**src/rtl/rf_pkg.sv**
```systemverilog
// rf_pkg: shared register file defaults and address range helper
package rf_pkg;
  localparam int DATA_W_DEF = 4;
  localparam int DEPTH_DEF = 8;
  function automatic logic addr_in_range(input int unsigned addr, input int unsigned depth);
    return addr < depth;
  endfunction
endpackage

```
**src/rtl/rf_row.sv**
```systemverilog
// rf_row: one storage row with write enable and synchronous clear
module rf_row #(
  parameter int DATA_W = 4
) (
  input  logic              clk,
  input  logic              rst,
  input  logic              we,
  input  logic [DATA_W-1:0] d,
  output logic [DATA_W-1:0] q
);
  always_ff @(posedge clk)
    q <= rst ? '0 : we ? d : q;
endmodule

```
**src/rtl/rf_nxm_2r1w.sv**
```systemverilog
// rf_nxm_2r1w: DEPTH x DATA_W register file, one write port, two registered read ports
module rf_nxm_2r1w import rf_pkg::*; #(
  parameter int DATA_W   = DATA_W_DEF,
  parameter int DEPTH    = DEPTH_DEF,
  parameter int ADDR_W   = $clog2(DEPTH),
  parameter int BYPASS   = 1,
  parameter int ZERO_REG = 0
) (
  input  logic              clk,
  input  logic              rst,
  input  logic              wrEn,
  input  logic [ADDR_W-1:0] wrAddr,
  input  logic [DATA_W-1:0] wrVal,
  input  logic              rdEnA,
  input  logic [ADDR_W-1:0] rdAddrA,
  output logic [DATA_W-1:0] rdValA,
  output logic              rdVldA,
  input  logic              rdEnB,
  input  logic [ADDR_W-1:0] rdAddrB,
  output logic [DATA_W-1:0] rdValB,
  output logic              rdVldB
);
  logic [DATA_W-1:0] mem [DEPTH];
  logic              wr_ok;
  logic [DATA_W-1:0] rd_a, rd_b;
  assign wr_ok = wrEn && addr_in_range(32'(wrAddr), DEPTH) && !(ZERO_REG != 0 && wrAddr == '0);
  for (genvar i = 0; i < DEPTH; i++) begin : g_row
    rf_row #(.DATA_W(DATA_W)) u_row (
      .clk (clk),
      .rst (rst),
      .we  (wr_ok && wrAddr == ADDR_W'(i)),
      .d   (wrVal),
      .q   (mem[i])
    );
  end
  function automatic logic [DATA_W-1:0] rd_mux(input logic [ADDR_W-1:0] a);
    return (!addr_in_range(32'(a), DEPTH) || (ZERO_REG != 0 && a == '0)) ? '0 :
           (BYPASS != 0 && wr_ok && wrAddr == a) ? wrVal : mem[a];
  endfunction
  always_comb begin
    rd_a = rd_mux(rdAddrA);
    rd_b = rd_mux(rdAddrB);
  end
  always_ff @(posedge clk) begin
    rdVldA <= !rst && rdEnA;
    rdVldB <= !rst && rdEnB;
    rdValA <= rst ? '0 : rdEnA ? rd_a : rdValA;
    rdValB <= rst ? '0 : rdEnB ? rd_b : rdValB;
  end
endmodule

```
**config.mk**
```make
export PLATFORM = sky130hd
export DESIGN_NAME = rf_nxm_2r1w
export DESIGN_NICKNAME = d
export VERILOG_FILES = /design/src/rtl/rf_pkg.sv /design/src/rtl/rf_row.sv /design/src/rtl/rf_nxm_2r1w.sv
export SDC_FILE = /design/constraint.sdc
export NUM_CORES = 1
export LEC_CHECK = 0
export ABC_CLOCK_PERIOD_IN_PS = 3900
export CAP_MARGIN = 20
export CELL_PAD_IN_SITES_DETAIL_PLACEMENT = 1
export CELL_PAD_IN_SITES_GLOBAL_PLACEMENT = 1
export CORE_ASPECT_RATIO = 0.9
export CORE_MARGIN = 3
export CORE_UTILIZATION = 48
export DETAILED_ROUTE_END_ITERATION = 16
export PLACE_DENSITY = 0.85
export SLEW_MARGIN = 10
export SYNTH_ARGS = -nofsm -noshare
export SYNTH_HDL_FRONTEND = slang
export SYNTH_SLANG_ARGS = --single-unit
```
**constraint.sdc**
```tcl
create_clock -name clk -period 3.9 [get_ports clk]
set_input_delay 0.78 -clock clk [delete_from_list [all_inputs] [get_ports clk]]
set_output_delay 0.78 -clock clk [all_outputs]
set_load 0.005 [all_outputs]
```
==> flow_metrics.py <==
metrics = {
    "yosys": {
        "synthArstFlopShare": 0,
        "synth.ff_latch_count": 42,
        "synth-edff-count": 0,
        "synth.most_common_cell": "dfxtp_1",
        "synth_top_area_share": 0.368,
        "synthesis.area_per_instance_um2": 11.5,
        "synth_area_leaders": "dfxtp_1, mux2i_1, mux4_1",
        "netlist.top_cell.by_area": "dfxtp_1",
        "ys_types": 20,
        "gate_count_post_synth": 198,
        "mappedNetlistArea_um2": 2280,
        "syn_nets": 216,
        "netlist_top_cells_count": "dfxtp_1, mux2i_1, nor2_1",
        "yosys_warnings": 0,
        "synth_flop_cell": "dfxtp_1",
        "yosysSeqAreaShare": 0.368,
    },
    "setup_path": {
        "worst-endpoint-required_ps": 4120,
        "worst_r2r_startpoint": "g_row[7].u_row.q[2]",
        "critical_path.slowest_cell": "clkdlybuf4s50_1",
        "critPathKind": "primary input to register",
        "cp_num_buf_inv": 1,
        "worst_setup_path_endpoint": "rdValB[3]",
        "reg2reg_to": "rdValA[2]",
        "cp_cell_sequence": "clkdlybuf4s50_1, nand2b_1, a41o_1, o221ai_1",
        "cp.arrival_ps": 2680,
        "endpoint_kind": "register",
        "critical_path.startpoint_type": "primary input",
        "worstSetupStartpoint": "rst",
        "cp_slowest_stage_delay_ps": 980,
        "critical_path_peak_fanout": 33,
        "r2r_slack_ps": 2520,
        "rr_worst_depth": 3,
        "critPathTopFamily": "buffers and inverters",
        "timing.critical_path.depth": 4,
    },
    "clock_network": {
        "worst_skew_pair.late_latency_ps": 310,
        "ctsHtreeMaxLevel": 2,
        "cts-root-buf": "clkbuf_8",
        "number_of_cts_inserted_buffers": 5,
        "post_cts_buffers": 0,
        "cts_buffer_depth": 2,
        "clock_pin_transition_on_the_worst_setup_and_hold_timing_paths_ps": 80,
        "post_cts.resized_instances": 0,
        "hold_buffers": 0,
        "tritoncts": "done",
        "cts.sinks": 42,
    },
    "placed_design": {
        "placer_s_final_routability_congestion_estimate": 0.811,
        "postPlaceCellArea_um2": 2530,
        "buffer_ports.inserted": 27,
        "post_detail_place_hpwl_um": 4440,
    },
    "drt": {
        "detail_route.drc_violations": 0,
        "drt_first_pass_iters": 4,
        "vias": 1670,
        "postRouteAntennaNets": 0,
        "postRouteWirelength_um": 6160,
        "route.detailed.wl_per_inst_um": 22.2,
        "drt-vias-per-instance": 6.03,
        "drt-initial-drc-count": 107,
    },
    "power": {
        "post-layout-total-power_uw": 914,
        "power_per_cell_area_nw_per_um2": 346,
        "leakage_uw": 0.00107,
        "irDropWorstVdd_mv": 0.199,
    },
    "run": {
        "max_cap_viol_count": 0,
    },
    "die": {
        "die_y_extent_um": 71.4,
        "rows": 23,
        "io_pins": 28,
        "initial_util": 0.505,
        "floorplan.core_area_um2": 4520,
        "die_x_um": 78.7,
        "fp.dieArea_um2": 5620,
    },
    "finish": {
        "syn_to_final_growth_pct": 15.6,
        "net_total_in_the_final_layout": 232,
        "drive_gt1_frac": 0.121,
        "finish.instance_area_um2": 2640,
        "antenna_cells": 0,
    },
    "worst_hold_path": {
        "min_path_type": "register to register",
    },
    "global_routing": {
        "grt_start_max_net_pins": 34,
        "grt_antenna_before_repair": 0,
        "grt_remaining_overflow": 0,
        "number_of_global_route_vias_before_repair": 1808,
        "groute.usage.overall": 0.240,
        "grt_pass1_wl_um": 10100,
    },
    "status": {
        "run_status": "finished clean",
    },
    "timing": {
        "fin_worst_skew_ps": 4.94,
        "maxSlewViolCount": 0,
        "rsz0062_at_grt": "false",
        "final_period_minus_worst_setup_slack_ps": 2460,
        "hold_viol_final": 0,
        "setup_viol": 0,
        "post-route-period-util": 0.631,
        "worst_slew_margin_rel": 0.274,
        "worst_pin_slew_ps": 1090,
        "fmax_mhz": 406,
        "final_layout_setup_total_negative_slack_ps": 0,
    },
}
how the worst min path moves through the flow:
stage                                to  cells past startpoint                 from  slack (ps)
finish              g_row[2].u_row.q[2]                      2  g_row[2].u_row.q[2]         540
global route        g_row[1].u_row.q[0]                      2  g_row[1].u_row.q[0]         570
CTS                 g_row[1].u_row.q[1]                      2  g_row[1].u_row.q[1]         530
detailed placement  g_row[1].u_row.q[1]                      2  g_row[1].u_row.q[1]         510
global placement    g_row[1].u_row.q[0]                      2  g_row[1].u_row.q[0]         480
floorplan           g_row[2].u_row.q[0]                      2  g_row[2].u_row.q[0]         470
metrics by stage:
stage	worst slack (ps)	utilization	std cells	hold slack, ps
2_1_floorplan	2100	-	198	466
3_3_place_gp	1180	0.560	269	481
3_5_place_dp	1140	0.560	269	510
4_1_cts	1450	0.584	277	529
5_1_grt	1320	0.584	277	571
6_report	1440	0.584	277	535
cell families (layout without fill, tap and decap cells):
family | count (synthesis) | after routing | synth area share
XOR/XNOR | 6 | 6 | 0.0230
buffers and inverters | 24 | 41 | 0.0609
AO/OA/AOI/OAI | 10 | 10 | 0.0395
AND/OR/NAND/NOR | 60 | 60 | 0.158
multiplexers | 56 | 56 | 0.350
flip-flops | 42 | 42 | 0.368
registers in the layout, indices dropped and copies added, names as in the netlist:
signal,cells
rdValA,4
rdVldB,1
rdVldA,1
rdValB,4
g_row.u_row.q,32
metal layers:
layer | wire, um | GRT usage
met4 | 110 | 0.0893
met2 | 2990 | 0.392
met5 | 0 | 0
met3 | 341 | 0.0653
met1 | 2720 | 0.305
where the power goes:
| part | switching (uW) | internal (uW) | leakage [uW] | total, uW |
|---|---|---|---|---|
| Sequential | 6.57 | 439 | 0.000340 | 445 |
| Clock | 159 | 191 | 0.0000514 | 350 |
| Combinational | 62.2 | 56.7 | 0.000680 | 119 |
| Total | 227 | 686 | 0.00107 | 914 |
placed cells by master (no fill, tap or decap):
master            n
dfxtp_1          42
mux2i_1          40
nor2_1           32
clkdlybuf4s50_1  27
mux4_1           10
nand3b_1          8
or3b_2            8
o221ai_1          8
mux4_2            6
xnor2_1           6
clkbuf_8          5
buf_4             4
nand4_1           3
nor4bb_1          3
nand4b_1          3
nand2b_1          2
inv_1             2
a41o_1            2
nor4b_4           1
clkinvlp_4        1
clkbuf_1          1
bufinv_16         1
final cells by class:
cell class	count	area [um2]
sequential	42	841
clock inverter	2	37.5
multi-input combinational	132	1300
inverter	2	7.51
fill	479	1880
timing repair buffer	31	300
clock buffer	6	72.6
tap	62	77.6
worst register-to-register path, stage by stage (launching register included):
cell,delay [ps]
dfxtp_1,330
mux4_2,470
mux2i_1,280
o221ai_1,180
(Power assumes the default switching activity.)
